--- src/rtl/icache_dm_pkg.sv ---
// Shared ISA package: the instruction word type plus the direct-mapped I-cache
// FSM state and address-field types (sized for the default geometry).
package riscv_isa;

    typedef logic [31:0] INSTRUCTION;

    localparam int ICACHE_LINES = 16;
    localparam int ICACHE_WORDS = 4;
    localparam int ICACHE_OFF_W = $clog2(ICACHE_WORDS);
    localparam int ICACHE_IDX_W = $clog2(ICACHE_LINES);
    localparam int ICACHE_TAG_W = 32 - ICACHE_IDX_W - ICACHE_OFF_W - 2;

    typedef logic [ICACHE_OFF_W-1:0] icache_offset_t;
    typedef logic [ICACHE_IDX_W-1:0] icache_index_t;
    typedef logic [ICACHE_TAG_W-1:0] icache_tag_t;

    typedef enum logic [1:0] {IDLE, REQ, FILL, DONE} ICACHE_STATE;

endpackage

--- src/rtl/icache_line_ram.sv ---
// Data array of the I-cache: synchronous write by {index,word}, registered read
// by {index,offset}. Only the read register is reset so instruction starts at 0.
module icache_line_ram
    import riscv_isa::*;
#(
    parameter int AW = ICACHE_IDX_W + ICACHE_OFF_W
) (
    input  logic          clk,
    input  logic          reset,
    input  logic          we,
    input  logic [AW-1:0] waddr,
    input  logic [31:0]   wdata,
    input  logic [AW-1:0] raddr,
    output logic [31:0]   rdata
);

    INSTRUCTION mem [2**AW];

    always_ff @(posedge clk) begin
        if (we)
            mem[waddr] <= wdata;
    end

    always_ff @(posedge clk) begin
        if (reset)
            rdata <= '0;
        else
            rdata <= mem[raddr];
    end

endmodule

--- src/rtl/icache_dm.sv ---
// Direct-mapped instruction cache with line refill over a req/resp memory port.
// Optional hit/miss counters are compiled in with `define ICACHE_STATS_EN.
module icache_dm
    import riscv_isa::*;
#(
    parameter int LINES          = ICACHE_LINES,
    parameter int WORDS_PER_LINE = ICACHE_WORDS
) (
    input  logic        clk,
    input  logic        reset,
    input  logic [31:0] address,
    output logic [31:0] instruction,
    output logic        valid,
    input  logic        flush,
    output logic        mem_req_valid,
    output logic [31:0] mem_req_addr,
    input  logic        mem_req_ready,
    input  logic        mem_resp_valid,
    input  logic [31:0] mem_resp_data
`ifdef ICACHE_STATS_EN
    ,
    output logic [31:0] hit_count,
    output logic [31:0] miss_count
`endif
);

    localparam int OW = $clog2(WORDS_PER_LINE);
    localparam int IW = $clog2(LINES);
    localparam int TW = 32 - IW - OW - 2;

    ICACHE_STATE   state;
    logic [LINES-1:0] vbits;
    logic [TW-1:0] tags [LINES];
    logic [TW-1:0] fill_tag;
    logic [IW-1:0] fill_idx;
    logic [OW-1:0] cnt;
    logic          poison;

    logic [OW-1:0] a_off;
    logic [IW-1:0] a_idx;
    logic [TW-1:0] a_tag;
    logic          hit, fill_we, tag_we;

    assign a_off   = address[OW+1:2];
    assign a_idx   = address[OW+IW+1:OW+2];
    assign a_tag   = address[31:OW+IW+2];
    assign hit     = vbits[a_idx] && (tags[a_idx] == a_tag);
    assign fill_we = (state == FILL) && mem_resp_valid;
    // A flush arriving in the DONE cycle must still suppress the line install.
    assign tag_we  = (state == DONE) && !poison && !flush;

    icache_line_ram #(.AW(IW + OW)) u_ram (
        .clk   (clk),
        .reset (reset),
        .we    (fill_we),
        .waddr ({fill_idx, cnt}),
        .wdata (mem_resp_data),
        .raddr ({a_idx, a_off}),
        .rdata (instruction)
    );

    always_ff @(posedge clk) begin
        if (tag_we)
            tags[fill_idx] <= fill_tag;
    end

    always_ff @(posedge clk) begin
        if (reset) begin
            state         <= IDLE;
            vbits         <= '0;
            valid         <= 1'b0;
            mem_req_valid <= 1'b0;
            mem_req_addr  <= '0;
            fill_tag      <= '0;
            fill_idx      <= '0;
            cnt           <= '0;
            poison        <= 1'b0;
`ifdef ICACHE_STATS_EN
            hit_count     <= '0;
            miss_count    <= '0;
`endif
        end else begin
            valid <= 1'b0;
            case (state)
                IDLE: if (!flush) begin
                    if (hit) begin
                        valid <= 1'b1;
`ifdef ICACHE_STATS_EN
                        if (hit_count != '1) hit_count <= hit_count + 1'b1;
`endif
                    end else begin
                        state         <= REQ;
                        mem_req_valid <= 1'b1;
                        mem_req_addr  <= {a_tag, a_idx, {(OW+2){1'b0}}};
                        fill_tag      <= a_tag;
                        fill_idx      <= a_idx;
                        poison        <= 1'b0;
`ifdef ICACHE_STATS_EN
                        if (miss_count != '1) miss_count <= miss_count + 1'b1;
`endif
                    end
                end
                REQ: if (mem_req_ready) begin
                    state         <= FILL;
                    mem_req_valid <= 1'b0;
                    cnt           <= '0;
                end
                FILL: if (mem_resp_valid) begin
                    cnt <= cnt + 1'b1;
                    if (cnt == OW'(WORDS_PER_LINE - 1))
                        state <= DONE;
                end
                DONE: begin
                    if (tag_we)
                        vbits[fill_idx] <= 1'b1;
                    state <= IDLE;
                end
                default: state <= IDLE;
            endcase
            if (flush) begin
                vbits <= '0;
                if (state == REQ || state == FILL)
                    poison <= 1'b1;
            end
        end
    end

endmodule

--- config.mk ---
export PLATFORM = sky130hd
export DESIGN_NAME = icache_dm
export DESIGN_NICKNAME = d
export VERILOG_FILES = /design/src/rtl/icache_dm_pkg.sv /design/src/rtl/icache_line_ram.sv /design/src/rtl/icache_dm.sv
export SDC_FILE = /design/constraint.sdc
export NUM_CORES = 2
export LEC_CHECK = 0
export BUFFER_PORTS_ARGS = -buffer_cell sky130_fd_sc_hd__buf_4
export CAP_MARGIN = 20
export CORE_MARGIN = 3
export CORE_UTILIZATION = 40
export CTS_BUF_LIST = sky130_fd_sc_hd__clkbuf_16
export DETAILED_ROUTE_END_ITERATION = 12
export GPL_ROUTABILITY_DRIVEN = 1
export SLEW_MARGIN = 5
export SYNTH_ARGS = -nofsm -noshare
export SYNTH_HDL_FRONTEND = slang
export SYNTH_SLANG_ARGS = --single-unit
--- constraint.sdc ---
create_clock -name clk -period 9.63 [get_ports clk]
set_input_delay 0.4815 -clock clk [delete_from_list [all_inputs] [get_ports clk]]
set_output_delay 0.4815 -clock clk [all_outputs]
set_load 0.02 [all_outputs]
==> results.toml <==
[timing]
fin_tns_setup_ps = 0
hold_violations = 0
tightest_slew_ps = 1100
fin_crit_sh_pct = 45.7
min_period_ps = 4400
slew_headroom_pct = 27.0
fmax_mhz = 227
setup_viol = 0
drv_slew = 0
skew_ps = 64.2
rsz0062_at_grt = "false"

[placed_design]
dp_cells = 7199
port_buffers = 128
routabilityCongestion = 0.756
hpwl_um = 126000

[critical_path]
crit_chain = "buf_8 > buf_12 > mux4_2 > a22o_1 > a221oi_1 > xnor2_1 > nor4_1 > and3_2 > a211oi_4 > buf_4 > mux2i_1"
cp.required_ps = 10410
critPathArrivalTime_ps = 5180
end_kind = "flip-flop"
critPathMaxStageDelay_ps = 860
cp_max_fo = 85
critPathLaunchType = "input port"
crit_buf_inv = 3
critPathKind = "in2reg"
cpLargestDelayFamily = "buffers and inverters"
slowest_stage = "a211oi_4"

[final_layout]
syn_to_final_growth_pct = 14.0
utilization_pct = 45.9
final_nets = 4370
drive_above_1_share_pct = 30.6
fin_cells = 7674

[yosys]
syn_area_um2 = 96000
synth.avg_cell_area_um2 = 24.0
synth.distinct_cells = 51
yosys_warnings = 0
synth-edff-count = 2432
syn_inst = 4005
synth_flop_cell = "edfxtp_1"
synth_top_area_share_pct = 76.1
async_reset_ff_share_pct = 0
yosysSeqAreaShare_pct = 77.8
ys_top_cells_by_area = "edfxtp_1 76%, mux4_2 17%, dfxtp_1 1.7%, mux2i_1 1.2%, clkbuf_1 0.49%"
synth_seq_cells = 2515
yosysTopAreaCell = "edfxtp_1"

[global_routing]
gr-usage-all-layers_pct = 19.4
grt_pass1_vias = 44600
grt_pass1_wl_um = 340000
gr-total-overflow = 0
grt_max_degree = 137
grt_antenna_before_repair = 9

[power]
net-switching-power_mw = 4.92
ir_drop_v = 0.000162
power_frac_clock_pct = 40.3
powerDensity_nw_per_um2 = 207
comb_power_share_pct = 5.4
swShare_pct = 21.8
pwr-share-seq_pct = 54.3
p_leak_nw = 34.1
p_int_mw = 17.7

[floorplan]
num_io_pins = 135
dieArea_um2 = 246000
die_w_um = 496
initial_core_util_pct = 40.3
core_um2 = 238000
rows = 179
fp.dieH_um = 496

[clock_network]
insertion_delay_ps = 870
cts-buffers-inserted = 234
cts_buffer_depth = 3
root_buffer = "clkbuf_16"
cts_setup_buffers = 0
clkTransAtPathRegs_ps = 60
cts_tree = "built"
cts_sinks = 2515
htreeDepth = 4

[run]
cap_violations = 0

[drt]
drt-initial-drc-count = 5301
num_vias = 44300
avgRoutedWirePerCell_um = 31.3
wirelength_um = 240000
viasPerCell = 5.77
dr.pass1.iters = 5
drc = 0
ant_nets = 0

[status]
run_status = "complete, no violations"

[hold_path]
hold_class = "in2reg"
stage by stage:
stage | total power [mW] | setup slack (ps) | hold WS, ps | cell area (um^2)
6_report | 22.6 | 5230 | 131 | 109000
5_1_grt | 23.3 | 5030 | 105 | 109000
4_1_cts | 22.8 | 5230 | 68.2 | 109000
3_5_place_dp | 13.8 | 4280 | 454 | 102000
3_3_place_gp | 13.7 | 4320 | 442 | 101000
2_1_floorplan | 13.2 | 6450 | 435 | 96000
registers in the layout (all words and copies together) (netlist names):
| name | count |
|---|---|
| mem_req_valid | 1 |
| u_ram.mem | 2048 |
| tags | 384 |
| valid | 1 |
| mem_req_addr | 1 |
| cnt | 2 |
| fill_idx | 3 |
| u_ram.rdata | 32 |
| vbits | 16 |
| fill_tag | 24 |
| poison | 1 |
| state | 2 |
synth_stat cells, drive strengths merged (5+ instances only):
library cell,number
nand2,25
edfxtp,2432
o21a,19
and3,7
xnor2,12
a22oi,16
nor2b,43
mux2i,116
nor2,87
mux4,729
nand3,9
a221oi,9
mux2,9
a22o,8
a21oi,6
inv,5
nor3,9
xor2,15
buf,88
o22ai,6
a211oi,45
nand2b,66
clkbuf,126
dfxtp,83
ha,5
path summary, 6_finish.rpt:
path / slack [ps] / to / depth (start not counted) / start
max: 5230 / fill_tag[18]$_SDFFE_PP0P_ / 11 / address[5]
min: 130 / u_ram.mem[7][30]$_DFFE_PP_ / 1 / mem_resp_data[30]
max reg2reg: 5670 / u_ram.mem[51][5]$_DFFE_PP_ / 7 / state[0]$_SDFFE_PP0P_
min reg2reg: 470 / vbits[7]$_SDFFE_PP0P_ / 1 / vbits[7]$_SDFFE_PP0P_
placed cells by master (no fill, tap or decap), types with 27 or more instances in the layout:
master         synthesis  routed
inv_1                  5      69
buf_4                 16     222
clkbuf_16              0     235
nor2b_1               43      43
edfxtp_1            2432    2432
clkinv_1               1      59
nand2b_1              66      66
mux2i_1              116     116
mux4_2               727     727
nor2_4                 0      76
dlygate4sd3_1          0      27
dfxtp_1               83      83
a211oi_1              43      43
clkinv_2               0      41
cell families (layout without fill, tap and decap cells):
family	after synthesis	after routing	share of synthesized area, %
simple gates	259	259	1.38
buf+inv	220	715	1.05
mux	854	854	18.4
fa+ha+maj	5	5	0.0652
other cells	1	8	0.00391
flops	2515	2515	77.8
compound gates	124	124	0.979
xor+xnor	27	27	0.246
per-layer routing:
| layer | vias up | wire length, um | global-route usage, % |
|---|---|---|---|
| li1 | 17800 | - | - |
| met1 | 24400 | 100000 | 28.0 |
| met2 | 1841 | 117000 | 31.3 |
| met3 | 323 | 17400 | 3.39 |
| met4 | 0 | 4850 | 4.29 |
| met5 | - | 0 | 0 |
final cells by class:
type                            count  area (um^2)
Antenna cell                        4         10.0
Multi-Input combinational cell   1273        20900
Sequential cell                  2515        74700
Tap cell                         3167         3960
Inverter                            6         22.5
Clock buffer                      235         5880
Clock inverter                    208         1690
Timing Repair Buffer              266         2260
Fill cell                       19600       129000
power by group through the flow:
stage | sequential [mW] | combinational [mW] | clock, mW
after floorplan | 12.5 | 0.715 | 0
after global placement | 12.5 | 1.22 | 0
after detailed placement | 12.5 | 1.24 | 0
after CTS | 12.3 | 1.25 | 9.27
after global routing | 12.3 | 1.31 | 9.71
final | 12.3 | 1.23 | 9.11
what timing repair did:
action,in CTS,in global routing
gates resized for setup,0,0
hold endpoints to repair,32,0
hold buffers,27,0
Power figures use the tool's default switching activity.
